File: src/rtl/lvds_lane_align_ctrl.sv
// LVDS lane training: per-lane bitslip word alignment, then
// sync-marker deskew through each lane's variable shifter.
//
// Ports:
//   clk, reset       clk_rxg_x1 word clock, sync active-high reset
//   start            one-cycle training request (ignored while busy)
//   lane_data        12-bit word per lane, lane i at [12i+11:12i]
//   bitslip          per-lane bitslip request (2-cycle pulses)
//   shifter_addr     per-lane 4-bit shifter delay
//   align_en, busy   high while training is in progress
//   done, fail       sticky training result
//   lane_locked      per-lane word-lock status
module lvds_lane_align_ctrl #(
    parameter int          LANES      = 4,
    parameter logic [11:0] TRAIN_WORD = 12'h3A6,
    parameter logic [11:0] SYNC_WORD  = 12'hFC0,
    parameter int          SETTLE     = 16,
    parameter int          MATCH_CNT  = 8,
    parameter int          MAX_SLIP   = 24,
    parameter int          DESKEW_TO  = 255
) (
    input  logic                 clk,
    input  logic                 reset,
    input  logic                 start,
    input  logic [12*LANES-1:0]  lane_data,
    output logic [LANES-1:0]     bitslip,
    output logic [4*LANES-1:0]   shifter_addr,
    output logic                 align_en,
    output logic                 busy,
    output logic                 done,
    output logic                 fail,
    output logic [LANES-1:0]     lane_locked
);

    localparam int SW = $clog2(SETTLE + 1);
    localparam int MW = $clog2(MATCH_CNT + 1);
    localparam int PW = $clog2(MAX_SLIP + 1);

    typedef enum logic [2:0] {
        G_IDLE, G_WORD_ALIGN, G_DESKEW_CAP, G_APPLY,
        G_VERIFY, G_DONE, G_FAIL
    } gstate_t;

    typedef enum logic [2:0] {
        L_IDLE, L_SETTLE, L_CHECK, L_PULSE, L_LOCKED, L_FAIL
    } lstate_t;

    gstate_t            gst_q, gst_d;
    lstate_t            lst_q   [LANES];
    lstate_t            lst_d   [LANES];
    logic [SW-1:0]      scnt_q  [LANES];
    logic [SW-1:0]      scnt_d  [LANES];
    logic [MW-1:0]      mcnt_q  [LANES];
    logic [MW-1:0]      mcnt_d  [LANES];
    logic [PW-1:0]      slip_q  [LANES];
    logic [PW-1:0]      slip_d  [LANES];
    logic [7:0]         tcap_q  [LANES];
    logic [7:0]         tcap_d  [LANES];
    logic [7:0]         dlt     [LANES];
    logic [LANES-1:0]   tvld_q, tvld_d;
    logic [7:0]         timer_q, timer_d;
    logic [SW-1:0]      vcnt_q, vcnt_d;
    logic [4*LANES-1:0] shaddr_q, shaddr_d;
    logic [LANES-1:0]   locked_q, locked_d;
    logic [LANES-1:0]   bslip_q, bslip_d;
    logic               busy_q, busy_d;
    logic               done_q, done_d;
    logic               fail_q, fail_d;

    logic [LANES-1:0]   train_hit, sync_hit;
    logic               any_fail, all_lock, too_far;
    logic [7:0]         tmax;

    always_comb begin
        gst_d    = gst_q;
        timer_d  = timer_q;
        vcnt_d   = vcnt_q;
        shaddr_d = shaddr_q;
        locked_d = locked_q;
        done_d   = done_q;
        fail_d   = fail_q;
        tvld_d   = tvld_q;
        any_fail = 1'b0;
        all_lock = 1'b1;
        too_far  = 1'b0;
        tmax     = '0;
        for (int i = 0; i < LANES; i++) begin
            lst_d[i]     = lst_q[i];
            scnt_d[i]    = scnt_q[i];
            mcnt_d[i]    = mcnt_q[i];
            slip_d[i]    = slip_q[i];
            tcap_d[i]    = tcap_q[i];
            dlt[i]       = '0;
            train_hit[i] = (lane_data[12*i +: 12] == TRAIN_WORD);
            sync_hit[i]  = (lane_data[12*i +: 12] == SYNC_WORD);
        end

        // Per-lane word-alignment FSMs only advance in WORD_ALIGN.
        if (gst_q == G_WORD_ALIGN) begin
            for (int i = 0; i < LANES; i++) begin
                unique case (lst_q[i])
                    L_SETTLE: begin
                        if (scnt_q[i] == SW'(SETTLE - 1)) begin
                            lst_d[i]  = L_CHECK;
                            scnt_d[i] = '0;
                        end else begin
                            scnt_d[i] = scnt_q[i] + 1'b1;
                        end
                    end
                    L_CHECK: begin
                        if (train_hit[i]) begin
                            if (mcnt_q[i] == MW'(MATCH_CNT - 1)) begin
                                lst_d[i]    = L_LOCKED;
                                locked_d[i] = 1'b1;
                            end
                            mcnt_d[i] = mcnt_q[i] + 1'b1;
                        end else begin
                            mcnt_d[i] = '0;
                            scnt_d[i] = '0;
                            if (slip_q[i] == PW'(MAX_SLIP))
                                lst_d[i] = L_FAIL;
                            else
                                lst_d[i] = L_PULSE;
                        end
                    end
                    L_PULSE: begin
                        // Two cycles high so the deserializer's edge
                        // detector sees exactly one rising edge.
                        if (scnt_q[i] == SW'(1)) begin
                            lst_d[i]  = L_SETTLE;
                            scnt_d[i] = '0;
                            slip_d[i] = slip_q[i] + 1'b1;
                        end else begin
                            scnt_d[i] = scnt_q[i] + 1'b1;
                        end
                    end
                    default: ;
                endcase
            end
        end

        for (int i = 0; i < LANES; i++) begin
            any_fail = any_fail | (lst_d[i] == L_FAIL);
            all_lock = all_lock & (lst_d[i] == L_LOCKED);
            if (tcap_q[i] > tmax)
                tmax = tcap_q[i];
        end
        for (int i = 0; i < LANES; i++) begin
            dlt[i] = tmax - tcap_q[i];
            if (dlt[i] > 8'd15)
                too_far = 1'b1;
        end

        unique case (gst_q)
            G_IDLE, G_DONE, G_FAIL: begin
                if (start) begin
                    gst_d    = G_WORD_ALIGN;
                    shaddr_d = '0;
                    locked_d = '0;
                    done_d   = 1'b0;
                    fail_d   = 1'b0;
                    tvld_d   = '0;
                    timer_d  = '0;
                    vcnt_d   = '0;
                    for (int i = 0; i < LANES; i++) begin
                        lst_d[i]  = L_SETTLE;
                        scnt_d[i] = '0;
                        mcnt_d[i] = '0;
                        slip_d[i] = '0;
                        tcap_d[i] = '0;
                    end
                end
            end
            G_WORD_ALIGN: begin
                // A failing lane wins over a simultaneous final lock.
                if (any_fail) begin
                    gst_d  = G_FAIL;
                    fail_d = 1'b1;
                end else if (all_lock) begin
                    gst_d   = G_DESKEW_CAP;
                    timer_d = '0;
                    tvld_d  = '0;
                end
            end
            G_DESKEW_CAP: begin
                for (int i = 0; i < LANES; i++) begin
                    if (!tvld_q[i] && sync_hit[i]) begin
                        tvld_d[i] = 1'b1;
                        tcap_d[i] = timer_q;
                    end
                end
                if (&tvld_d) begin
                    gst_d = G_APPLY;
                end else if (timer_q == 8'(DESKEW_TO)) begin
                    gst_d  = G_FAIL;
                    fail_d = 1'b1;
                end else begin
                    timer_d = timer_q + 1'b1;
                end
            end
            G_APPLY: begin
                if (too_far) begin
                    gst_d  = G_FAIL;
                    fail_d = 1'b1;
                end else begin
                    for (int i = 0; i < LANES; i++)
                        shaddr_d[4*i +: 4] = dlt[i][3:0];
                    gst_d   = G_VERIFY;
                    vcnt_d  = '0;
                    timer_d = '0;
                end
            end
            G_VERIFY: begin
                if (vcnt_q != SW'(SETTLE)) begin
                    vcnt_d  = vcnt_q + 1'b1;
                    timer_d = '0;
                end else if (|sync_hit) begin
                    if (&sync_hit) begin
                        gst_d  = G_DONE;
                        done_d = 1'b1;
                    end else begin
                        gst_d  = G_FAIL;
                        fail_d = 1'b1;
                    end
                end else if (timer_q == 8'(DESKEW_TO)) begin
                    gst_d  = G_FAIL;
                    fail_d = 1'b1;
                end else begin
                    timer_d = timer_q + 1'b1;
                end
            end
            default: gst_d = G_IDLE;
        endcase

        busy_d = (gst_d == G_WORD_ALIGN) || (gst_d == G_DESKEW_CAP) ||
                 (gst_d == G_APPLY) || (gst_d == G_VERIFY);
        for (int i = 0; i < LANES; i++)
            bslip_d[i] = (gst_d == G_WORD_ALIGN) && (lst_d[i] == L_PULSE);
    end

    always_ff @(posedge clk) begin
        if (reset) begin
            gst_q    <= G_IDLE;
            timer_q  <= '0;
            vcnt_q   <= '0;
            shaddr_q <= '0;
            locked_q <= '0;
            tvld_q   <= '0;
            bslip_q  <= '0;
            busy_q   <= 1'b0;
            done_q   <= 1'b0;
            fail_q   <= 1'b0;
            for (int i = 0; i < LANES; i++) begin
                lst_q[i]  <= L_IDLE;
                scnt_q[i] <= '0;
                mcnt_q[i] <= '0;
                slip_q[i] <= '0;
                tcap_q[i] <= '0;
            end
        end else begin
            gst_q    <= gst_d;
            timer_q  <= timer_d;
            vcnt_q   <= vcnt_d;
            shaddr_q <= shaddr_d;
            locked_q <= locked_d;
            tvld_q   <= tvld_d;
            bslip_q  <= bslip_d;
            busy_q   <= busy_d;
            done_q   <= done_d;
            fail_q   <= fail_d;
            for (int i = 0; i < LANES; i++) begin
                lst_q[i]  <= lst_d[i];
                scnt_q[i] <= scnt_d[i];
                mcnt_q[i] <= mcnt_d[i];
                slip_q[i] <= slip_d[i];
                tcap_q[i] <= tcap_d[i];
            end
        end
    end

    assign bitslip      = bslip_q;
    assign shifter_addr = shaddr_q;
    assign align_en     = busy_q;
    assign busy         = busy_q;
    assign done         = done_q;
    assign fail         = fail_q;
    assign lane_locked  = locked_q;

endmodule

File: config.mk
export PLATFORM = sky130hd
export DESIGN_NAME = lvds_lane_align_ctrl
export DESIGN_NICKNAME = d
export VERILOG_FILES = /design/src/rtl/lvds_lane_align_ctrl.sv
export SDC_FILE = /design/constraint.sdc
export NUM_CORES = 1
export LEC_CHECK = 0
export CAP_MARGIN = 20
export CORE_MARGIN = 3
export CORE_UTILIZATION = 55
export CTS_CLUSTER_DIAMETER = 120
export DETAILED_ROUTE_END_ITERATION = 6
export GPL_TIMING_DRIVEN = 0
export HOLD_SLACK_MARGIN = 0.03
export MAX_ROUTING_LAYER = met4
export PLACE_DENSITY = 0.86
export SETUP_SLACK_MARGIN = 0.02
export SLEW_MARGIN = 40
export SYNTH_ARGS = -nofsm -noshare
export SYNTH_HDL_FRONTEND = slang
export SYNTH_SLANG_ARGS = --single-unit
File: constraint.sdc
create_clock -name clk -period 9.1 [get_ports clk]
set_clock_uncertainty 0.15 [all_clocks]
set_input_delay 0.91 -clock clk [delete_from_list [all_inputs] [get_ports clk]]
set_output_delay 0.91 -clock clk [all_outputs]
set_load 0.02 [all_outputs]
### Word level (Yosys, flattened, before mapping)

Memories as Yosys holds them, arrays and structs flattened.
Index checks and enable logic that the tools add are counted.

| operators by class | value |
|---|---|
| $add $sub $neg | 18 |
| order comparisons | 8 |
| equal/unequal tests | 73 |
| mux-type cells | 171 |
| bitwise gates (word level) | 26 |
| reductions and logical operators | 31 |

Operators with widths:

| operator | count |
|---|---|
| 8-bit 2-to-1 mux | 20 |
| 5-bit 2-to-1 mux | 31 |
| 20-bit 2-to-1 mux | 6 |
| 3-bit 2-to-1 mux | 31 |
| 16-bit 2-to-1 mux | 5 |
| 5-bit one-hot mux with 3 select lines | 5 |
| 4-bit 2-to-1 mux | 18 |
| 32-bit one-hot mux with 2 select lines | 1 |
| 12-bit by 10-bit == test with 1-bit output (second input constant) | 4 |
| 12-bit == test (second input constant) | 4 |
| 3-bit by 2-bit == test with 1-bit output (second input constant) | 16 |
| 5-bit by 1-bit adder with 5-bit output (second input constant) | 9 |
| 8-bit one-hot mux with 5 select lines | 1 |
| 1-bit 2-to-1 mux | 38 |
| 3-bit == test (second input constant) | 12 |
| 12-bit 2-to-1 mux | 3 |
| 3-bit one-hot mux with 3 select lines | 4 |
| 8-bit by 4-bit > comparator with 1-bit output (second input constant) | 4 |
| 32-bit 2-to-1 mux | 1 |
| 16-bit one-hot mux with 2 select lines | 1 |
| 8-bit subtractor | 4 |
| 8-bit > comparator | 3 |
| 1-bit bitwise OR | 23 |
| 2-bit != test (second input constant) | 11 |
| 30 further kinds | 72 |

| storage, ports and cells | value |
|---|---|
| register bits | 47 |
| memory bits (writable) | 100 |
| logic and storage cells | 342 |
| memories kept | 5 |

Memories:

| name | words | width | rd ports | clocked after memory_dff | wr ports | RTL line | text |
|---|---|---|---|---|---|---|---|
| tcap_q | 4 | 8 | 4 | 0 | 4 | 57 | `logic [7:0] tcap_q [LANES];` |
| scnt_q | 4 | 5 | 4 | 0 | 4 | 51 | `logic [SW-1:0] scnt_q [LANES];` |
| slip_q | 4 | 5 | 4 | 0 | 4 | 55 | `logic [PW-1:0] slip_q [LANES];` |
| mcnt_q | 4 | 4 | 4 | 0 | 4 | 53 | `logic [MW-1:0] mcnt_q [LANES];` |
| lst_q | 4 | 3 | 4 | 0 | 4 | 49 | `lstate_t lst_q [LANES];` |

### Longest topological paths before layout

Gate-level depths: netlist of the first run.
An unclocked memory read counts as a cell.

| depth | value |
|---|---|
| depth after elaboration | 21 |
| depth in mapped cells | 39 |

### Worst setup path after synthesis of the first run

Ideal clock, no wire load.

| timing | value |
|---|---|
| kind | register to register |
| start point | memory tcap_q[0][5] |
| end point | register busy_q, in the netlist align_en |
| arrival time | 8,052 ps |
| data required time | 8,829 ps |
| setup slack | 777 ps |
| cell stages (with the launch flop) | 34 |
| path buffers | 4 |
| period minus slack after synthesis | 8,323 ps |
| cell sequence | dfxtp_1 inv_1 ha_1 a211o_1 a21oi_1 a21o_1 clkbuf_1 nor2_1 a21oi_1 ha_1 and3_1 a221o_1 a22oi_1 clkbuf_1 clkbuf_1 o21ai_0 ha_1 nand4_1 or2_2 o21ai_1 clkbuf_1 a21oi_1 ha_1 fa_1 nor2b_1 o21ai_0 a21boi_0 mux2i_1 or4_1 nor4bb_1 o211ai_1 o21a_1 nor4_1 mux2_2 |

RTL lines:

| item | RTL line | text |
|---|---|---|
| start, declared | 57 |  |
| end signal, assigned | 268 | `busy_q <= busy_d;` |
| end, declared | 66 | `logic busy_q, busy_d;` |

==> PnR_summary.wiki, run 1 <==
{| class="wikitable"
! Metric !! Value
|-
| Max IR drop VDD || 0.150 mV
|-
| Most instantiated flip-flop cell in the synthesis netlist || sky130_fd_sc_hd__dfxtp_1
|-
| Post-Route WL || 26.5 mm
|-
| Number of synthesized flops with an enable pin || 0
|-
| Initial antenna violation count || 0
|-
| Remaining max-slew budget at the tightest pin || 46.4%
|-
| H-tree Lvls || 4
|-
| Arrival time at the worst endpoint || 8.97 ns
|-
| Worst slack at placement || -1.20 ns
|-
| Num Clock Sinks || 147
|-
| Fraction of layout cells with a size suffix above 1 || 6.38%
|-
| Min setup slack post-route || 0.362 ns
|-
| Total number of nets in the final design || 1,474
|-
| Crit path required time || 9.33 ns
|-
| Number of clock buffers inserted by TritonCTS || 17
|-
| Antenna violation net count after detailed routing || 0
|-
| Hold/Removal Path Class || register to register
|-
| Maximum fanout encountered on the critical timing path || 10
|-
| Combined area of the multi-input logic cells || 0.00637 sq mm
|-
| Mean instance size in the synthesized netlist || 7.85 sq um
|-
| Vias in the first global route || 9,048
|-
| Library cell appearing most often on the critical path || sky130_fd_sc_hd__ha_1
|-
| Worst-skew pair later-pin latency || 0.44 ns
|-
| Setup tns final || 0 ns
|-
| Asr flop ratio synth || 0%
|-
| Critical path class || register to register
|-
| CTS tree || built
|-
| Number of input and output port buffers inserted || 77
|-
| Shortest clock period the worst path allows after layout || 8.74 ns
|-
| Number of distinct library cell variants in the gate-level netlist after synthesis || 73
|-
| Wire length of the first global-routing pass || 43.1 mm
|-
| I/O pin cnt || 79
|-
| Number of inserted diodes || 0
|-
| Per-cell routed wire length || 16.9 um
|-
| Worst setup EP type || register
|-
| Largest net degree at the start of global routing || 17
|-
| GRT Overall Usage || 27.5%
|-
| Sequential area share after synthesis || 30.3%
|-
| Synthesized flop and latch total || 147
|-
| Number of max-cap violations || 0
|-
| Mapped Cells || 1,236
|-
| Most repeated cell in the gate-level netlist after synthesis || sky130_fd_sc_hd__nor2_1
|-
| Area of the core region || 0.0169 sq mm
|-
| Leakage power total || 0.00446 uW
|-
| Die area || 0.0193 sq mm
|-
| Max-slew violation count || 0
|-
| Post-Syn Area || 0.00970 sq mm
|-
| 1st-iter DRT viols || 917
|-
| Post-synthesis cell type with the largest combined area || sky130_fd_sc_hd__dfxtp_1
|-
| Synth top area share || 30.3%
|-
| Slew @ Worst Pin || 0.799 ns
|-
| Total number of yosys warnings || 0
|-
| Clock root buffer || sky130_fd_sc_hd__clkbuf_16
|-
| Global-route congestion overflow total || 0
|-
| Count of final hold-check violations || 0
|-
| Final period util || 96.0%
|-
| Max Buffers Root-to-Sink || 2
|-
| Area of all sequential standard cells || 0.00294 sq mm
|-
| Horizontal die dimension || 139 um
|-
| Clock-pin slew of the registers on the worst-case setup and hold paths || 0.06 ns
|-
| Number of nets in the synthesized netlist || 1,376
|-
| Longest individual stage delay on the worst path || 0.56 ns
|-
| Placed wire-length estimate || 19.7 mm
|-
| End-of-flow core utilization || 67.7%
|-
| Number of rows created at floorplan || 47
|-
| Crit start category || register
|-
| Finish-stage setup viols || 0
|-
| Cell types occupying the most area after synthesis || sky130_fd_sc_hd__dfxtp_1, sky130_fd_sc_hd__ha_1, sky130_fd_sc_hd__nor2_1, sky130_fd_sc_hd__a21oi_1, sky130_fd_sc_hd__mux2i_1
|-
| Run status || finished, final reports clean
|-
| Signed area change from the synthesized netlist to the final layout || 18.2%
|-
| Die Ht || 139 um
|-
| DRC Markers || 0
|-
| Critical Path Slowest Stage Cell || sky130_fd_sc_hd__or4_1
|-
| Fmax || 114 MHz
|-
| DR vias/cell || 6.16
|-
| Count of vias placed by the detailed router || 9,655
|-
| Initial core utilization || 57.3%
|-
| Final estimated routing congestion in global placement || 0.962
|-
| Number of filler instances in the final layout || 1,346
|-
| List of most frequent post-synthesis cells || sky130_fd_sc_hd__nor2_1, sky130_fd_sc_hd__dfxtp_1, sky130_fd_sc_hd__a21oi_1, sky130_fd_sc_hd__nand2_1, sky130_fd_sc_hd__ha_1
|-
| Power density over cell area || 130 mW/mm^2
|-
| Pre-antenna DRT Iters || 6
|-
| Total power draw || 1490 uW
|}
[final timing paths]
path / start / endpoint / slack, ns / depth (start not counted)
max: tcap_q[0][5] / timer_q[7] / 0.36 / 36
min: shifter_addr[1] / shifter_addr[1] / 0.32 / 1
max reg2reg: tcap_q[0][5] / timer_q[7] / 0.36 / 36
min reg2reg: shifter_addr[1] / shifter_addr[1] / 0.32 / 1
[metrics by stage]
step | instances | area (sq um) | hold slack (ns)
2_1_floorplan | 1236 | 9700 | 0.300
3_3_place_gp | 1533 | 10700 | 0.300
3_5_place_dp | 1533 | 10800 | 0.310
4_1_cts | 1565 | 11400 | 0.325
5_1_grt | 1567 | 11500 | 0.342
6_report | 1567 | 11500 | 0.322
[kinds of logic after synthesis]
kind of cell	synth area share, %
AO/OA/AOI/OAI	17.8
XOR/XNOR	2.17
adder cells (fa/ha/maj)	11.8
buffers and inverters	4.73
flip-flops	30.3
multiplexers	5.33
AND/OR/NAND/NOR	27.8
[area by class of cell]
| cell class | instances | share of cell area (%) |
|---|---|---|
| clock buffer | 17 | 3.71 |
| timing repair buffer | 79 | 6.85 |
| buffer | 44 | 1.71 |
| tap | 220 | 2.40 |
| clock inverter | 15 | 1.63 |
| sequential | 147 | 25.7 |
| inverter | 76 | 2.49 |
| multi-input combinational | 969 | 55.5 |
[state kept, by name (all words and copies together) (netlist names)]
register      flops
align_en          1
bitslip           4
done              1
fail              1
gst_q             3
lane_locked       4
lst_q            12
mcnt_q           16
scnt_q           20
shifter_addr     16
slip_q           20
tcap_q           32
timer_q           8
tvld_q            4
vcnt_q            5
[power by group]
group / total, uW / switching (uW) / internal, uW / leakage [uW]
Combinational: 110 / 64.7 / 45.7 / 0.00297
Clock: 732 / 315 / 416 / 0.000300
Sequential: 649 / 3.13 / 646 / 0.00119
Total: 1490 / 383 / 1110 / 0.00446
[repair_timing]
action / CTS / global route
buffers inserted: 0 / 2
gates cloned: 0 / 0
pin swaps: 0 / 3
hold buffers: 0 / 0
endpoints found under the setup margin: 33 / 33
gates resized for setup: 15 / 14
[metal layers]
metal,track usage [%],share of wire [%]
met2,44.2,47
met3,4.86,7.0
met1,34.4,42
met5,-,0
met4,11.0,3.8
[critical path, delay by kind of cell, from the launching register on]
family                     cells  cell delay [ns]
DFF                            1             0.40
buffers and inverters          6             1.00
and+or+nand+nor                8             1.88
AOI/OAI and AO/OA             17             3.63
adders and majority gates      5             1.61
[cell usage in the layout (no fill, tap or decap), types with 8 or more instances in the layout]
cell / Yosys / layout
sky130_fd_sc_hd__nor2_1: 208 / 208
sky130_fd_sc_hd__dfxtp_1: 147 / 147
sky130_fd_sc_hd__a21oi_1: 107 / 104
sky130_fd_sc_hd__nand2_1: 92 / 92
sky130_fd_sc_hd__ha_1: 85 / 85
sky130_fd_sc_hd__clkdlybuf4s50_1: 0 / 77
sky130_fd_sc_hd__inv_1: 75 / 75
sky130_fd_sc_hd__o21ai_0: 51 / 50
sky130_fd_sc_hd__mux2i_1: 46 / 45
sky130_fd_sc_hd__clkbuf_1: 37 / 32
sky130_fd_sc_hd__nand3_1: 29 / 29
sky130_fd_sc_hd__nor2b_1: 26 / 26
sky130_fd_sc_hd__nor3_1: 26 / 26
sky130_fd_sc_hd__nand4_1: 22 / 22
sky130_fd_sc_hd__nand2b_1: 20 / 20
sky130_fd_sc_hd__clkbuf_16: 0 / 17
sky130_fd_sc_hd__xor2_1: 14 / 14
sky130_fd_sc_hd__nor4b_1: 13 / 13
sky130_fd_sc_hd__and2_1: 12 / 12
sky130_fd_sc_hd__a21o_1: 12 / 11
sky130_fd_sc_hd__a31oi_1: 10 / 10
sky130_fd_sc_hd__nand4b_1: 10 / 10
sky130_fd_sc_hd__xnor2_1: 10 / 10
sky130_fd_sc_hd__o21a_1: 10 / 9
sky130_fd_sc_hd__o2bb2ai_1: 8 / 8
No activity file was read; power rests on OpenSTA's default activity.
==> run 2: changes to the inputs <==
Settings changed: CAP_MARGIN 20 to not set, CORE_MARGIN 3 to 8.
==> run 2 against run 1 <==
Against the previous run: core utilization shrank 1.2 points; via count shrank 0.56%; routed wire length grew 1.8%; cell count grew 0.38%; critical path depth is the same; die area grew 15%; count of clock-buffer cells in the layout is the same; flip-flop and latch count is the same; combinational power is essentially flat; cell area grew 0.37%; largest cell class unchanged; setup slack lost 0.073 ns; critical endpoint unchanged; power shrank 0.50%.
==> PnR_summary.wiki, run 2 (synthesis results as in run 1) <==
{| class="wikitable"
! Metric !! Value
|-
| Critical path class || register to register
|-
| Num Clock Sinks || 147 (unchanged)
|-
| Run status || finished, final reports clean
|-
| Placed wire-length estimate || 19.7 mm (+0.29%)
|-
| Crit start category || register
|-
| Pre-antenna DRT Iters || 5 (-1)
|-
| Commonest non-fill, non-tap cell in the layout || sky130_fd_sc_hd__nor2_1
|-
| Arrival time at the worst endpoint || 9.05 ns (+0.08 ns)
|-
| Shortest clock period the worst path allows after layout || 8.81 ns (+0.0730 ns)
|-
| Count of final hold-check violations || 0 (unchanged)
|-
| Met2 track demand over resource in global routing || 41.5% (-2.8 points)
|-
| Grt met3 use || 4.98% (+0.11 points)
|-
| Setup tns final || 0 ns (unchanged)
|-
| Per-cell routed wire length || 17.2 um (+1.4%)
|-
| Signed area change from the synthesized netlist to the final layout || 18.7%
|-
| Leakage power total || 0.00447 uW (+0.34%)
|-
| Post-Route Hold Slack || 0.320 ns (-0.00169 ns)
|-
| Hold-fix buffer count after cts || 0 (unchanged)
|-
| Library cell appearing most often on the critical path || sky130_fd_sc_hd__ha_1
|-
| Number of clock buffers inserted by TritonCTS || 17 (unchanged)
|-
| Worst-skew pair later-pin latency || 0.45 ns (about the same)
|-
| Global-route congestion overflow total || 0 (unchanged)
|-
| Final period util || 96.8% (+0.80 points)
|-
| Die Ht || 149 um (+7.2%)
|-
| Die area || 0.0221 sq mm (+15%)
|-
| Power density over cell area || 129 mW/mm^2 (-0.87%)
|-
| Total number of nets in the final design || 1,475 (+0.068%)
|-
| Met1 global-route usage || 28.6% (-5.8 points)
|-
| Number of rows created at floorplan || 48 (+2.1%)
|-
| Worst setup EP type || register
|-
| Initial core utilization || 56.1% (-1.2 points)
|-
| Most used routing layer in global routing || met2
|-
| Register containing the most flip-flops in the final layout || tcap_q
|-
| Number of max-cap violations || 0 (unchanged)
|-
| Antenna violation net count after detailed routing || 0 (unchanged)
|-
| Initial antenna violation count || 0 (unchanged)
|-
| Number of inserted diodes || 0 (unchanged)
|-
| Final estimated routing congestion in global placement || 0.990 (+2.8%)
|-
| Post-Route WL || 27.0 mm (+1.8%)
|-
| DRC Markers || 0 (unchanged)
|-
| Max-slew violation count || 0 (unchanged)
|-
| GRT Overall Usage || 25.2% (-2.3 points)
|-
| Longest individual stage delay on the worst path || 0.59 ns (+0.03 ns)
|-
| Total power draw || 1480 uW (-0.50%)
|-
| Slew @ Worst Pin || 0.821 ns (+0.0222 ns)
|-
| I/O pin cnt || 79 (unchanged)
|-
| Count of vias placed by the detailed router || 9,601 (-0.56%)
|-
| Count of buffering cells on the critical path with inverters included || 6 (unchanged)
|-
| Critical Path Slowest Stage Cell || sky130_fd_sc_hd__or4_1
|-
| Max IR drop VDD || 0.138 mV (-7.9%)
|-
| Clock-pin slew of the registers on the worst-case setup and hold paths || 0.07 ns (about the same)
|-
| Biggest registers after layout || tcap_q x32, scnt_q x20, slip_q x20
|-
| Vias in the first global route || 9,455 (+4.5%)
|-
| CTS tree || built
|-
| Top cell family by delay on the critical path || compound AO/OA/AOI/OAI gates
|-
| Largest net degree at the start of global routing || 20 (+3)
|-
| Clock root buffer || sky130_fd_sc_hd__clkbuf_16
|-
| Wire length of the first global-routing pass || 44.9 mm (+4.1%)
|-
| Fraction of layout cells with a size suffix above 1 || 6.68% (+0.29 points)
|-
| Largest register FFs || 32 (unchanged)
|-
| 1st-iter DRT viols || 938 (+2.3%)
|-
| H-tree Lvls || 4 (unchanged)
|-
| End-of-flow core utilization || 66.5% (-1.2 points)
|-
| Hold/Removal Path Class || register to register
|-
| Number of input and output port buffers inserted || 77 (unchanged)
|-
| Area of the core region || 0.0173 sq mm (+2.1%)
|-
| Max Buffers Root-to-Sink || 2 (unchanged)
|-
| Horizontal die dimension || 149 um (+7.2%)
|-
| Cell area after placement || 0.0108 sq mm (about the same)
|-
| Finish-stage setup viols || 0 (unchanged)
|-
| DR vias/cell || 6.10 (-0.94%)
|-
| Fmax || 113 MHz (-0.83%)
|-
| Most used cells in the layout excluding fill and tap cells || sky130_fd_sc_hd__nor2_1, sky130_fd_sc_hd__dfxtp_1, sky130_fd_sc_hd__a21oi_1
|-
| Remaining max-slew budget at the tightest pin || 44.8% (-1.6 points)
|-
| Maximum fanout encountered on the critical timing path || 10 (unchanged)
|-
| Crit path required time || 9.34 ns (about the same)
|-
| Area of all placed cells without fillers || 0.0115 sq mm (+0.37%)
|}
## run 2: layout make-up
type / count / area (sq um)
plain buffers: 44 / 194
clock buffers: 17 / 425
clock inverters: 15 / 199
fillers: 1387 / 5790
inverters: 76 / 285
multi-input cells: 969 / 6390
flip-flops and latches: 147 / 2940
well taps: 225 / 282
repair buffers: 80 / 793
## run 2: worst paths after layout
kind	startpoint	endpoint	slack (ns)	depth (start not counted)
setup / recovery	tcap_q[0][5]	timer_q[7]	0.29	36
hold / removal	shifter_addr[5]	shifter_addr[5]	0.32	1
setup reg to reg	tcap_q[0][5]	timer_q[7]	0.29	36
hold reg to reg	shifter_addr[5]	shifter_addr[5]	0.32	1
## run 2: timing repair
item                                    in CTS  in global routing
endpoints found under the setup margin      33                 33
buffers inserted                             0                  3
resized for setup                           14                 23
pin swaps                                    0                  2
## run 2: power by group
part	switching [uW]	internal, uW
registers	3.34	646
logic	65.0	45.7
clock network	347	377
total	416	1070
## run 2: routing by layer
layer / part of all wire [%] / wire length, um
met5: 0 / 0
met2: 47 / 12700
met1: 42 / 11300
met3: 7.1 / 1910
met4: 4.2 / 1140
## run 2: through the flow
| step | cells | worst slack [ns] |
|---|---|---|
| 6_report | 1573 | 0.289 |
| 3_5_place_dp | 1538 | -1.09 |
| 3_3_place_gp | 1538 | -0.929 |
| 2_1_floorplan | 1236 | 0.777 |
| 4_1_cts | 1570 | 0.0851 |
| 5_1_grt | 1573 | -0.0969 |
==> run 3: changes to the inputs <==
Settings changed: CTS_CLUSTER_DIAMETER 120 to 150.
==> results of run 3 <==
The final DEF is identical to that of run 2; final timing and power are the same.
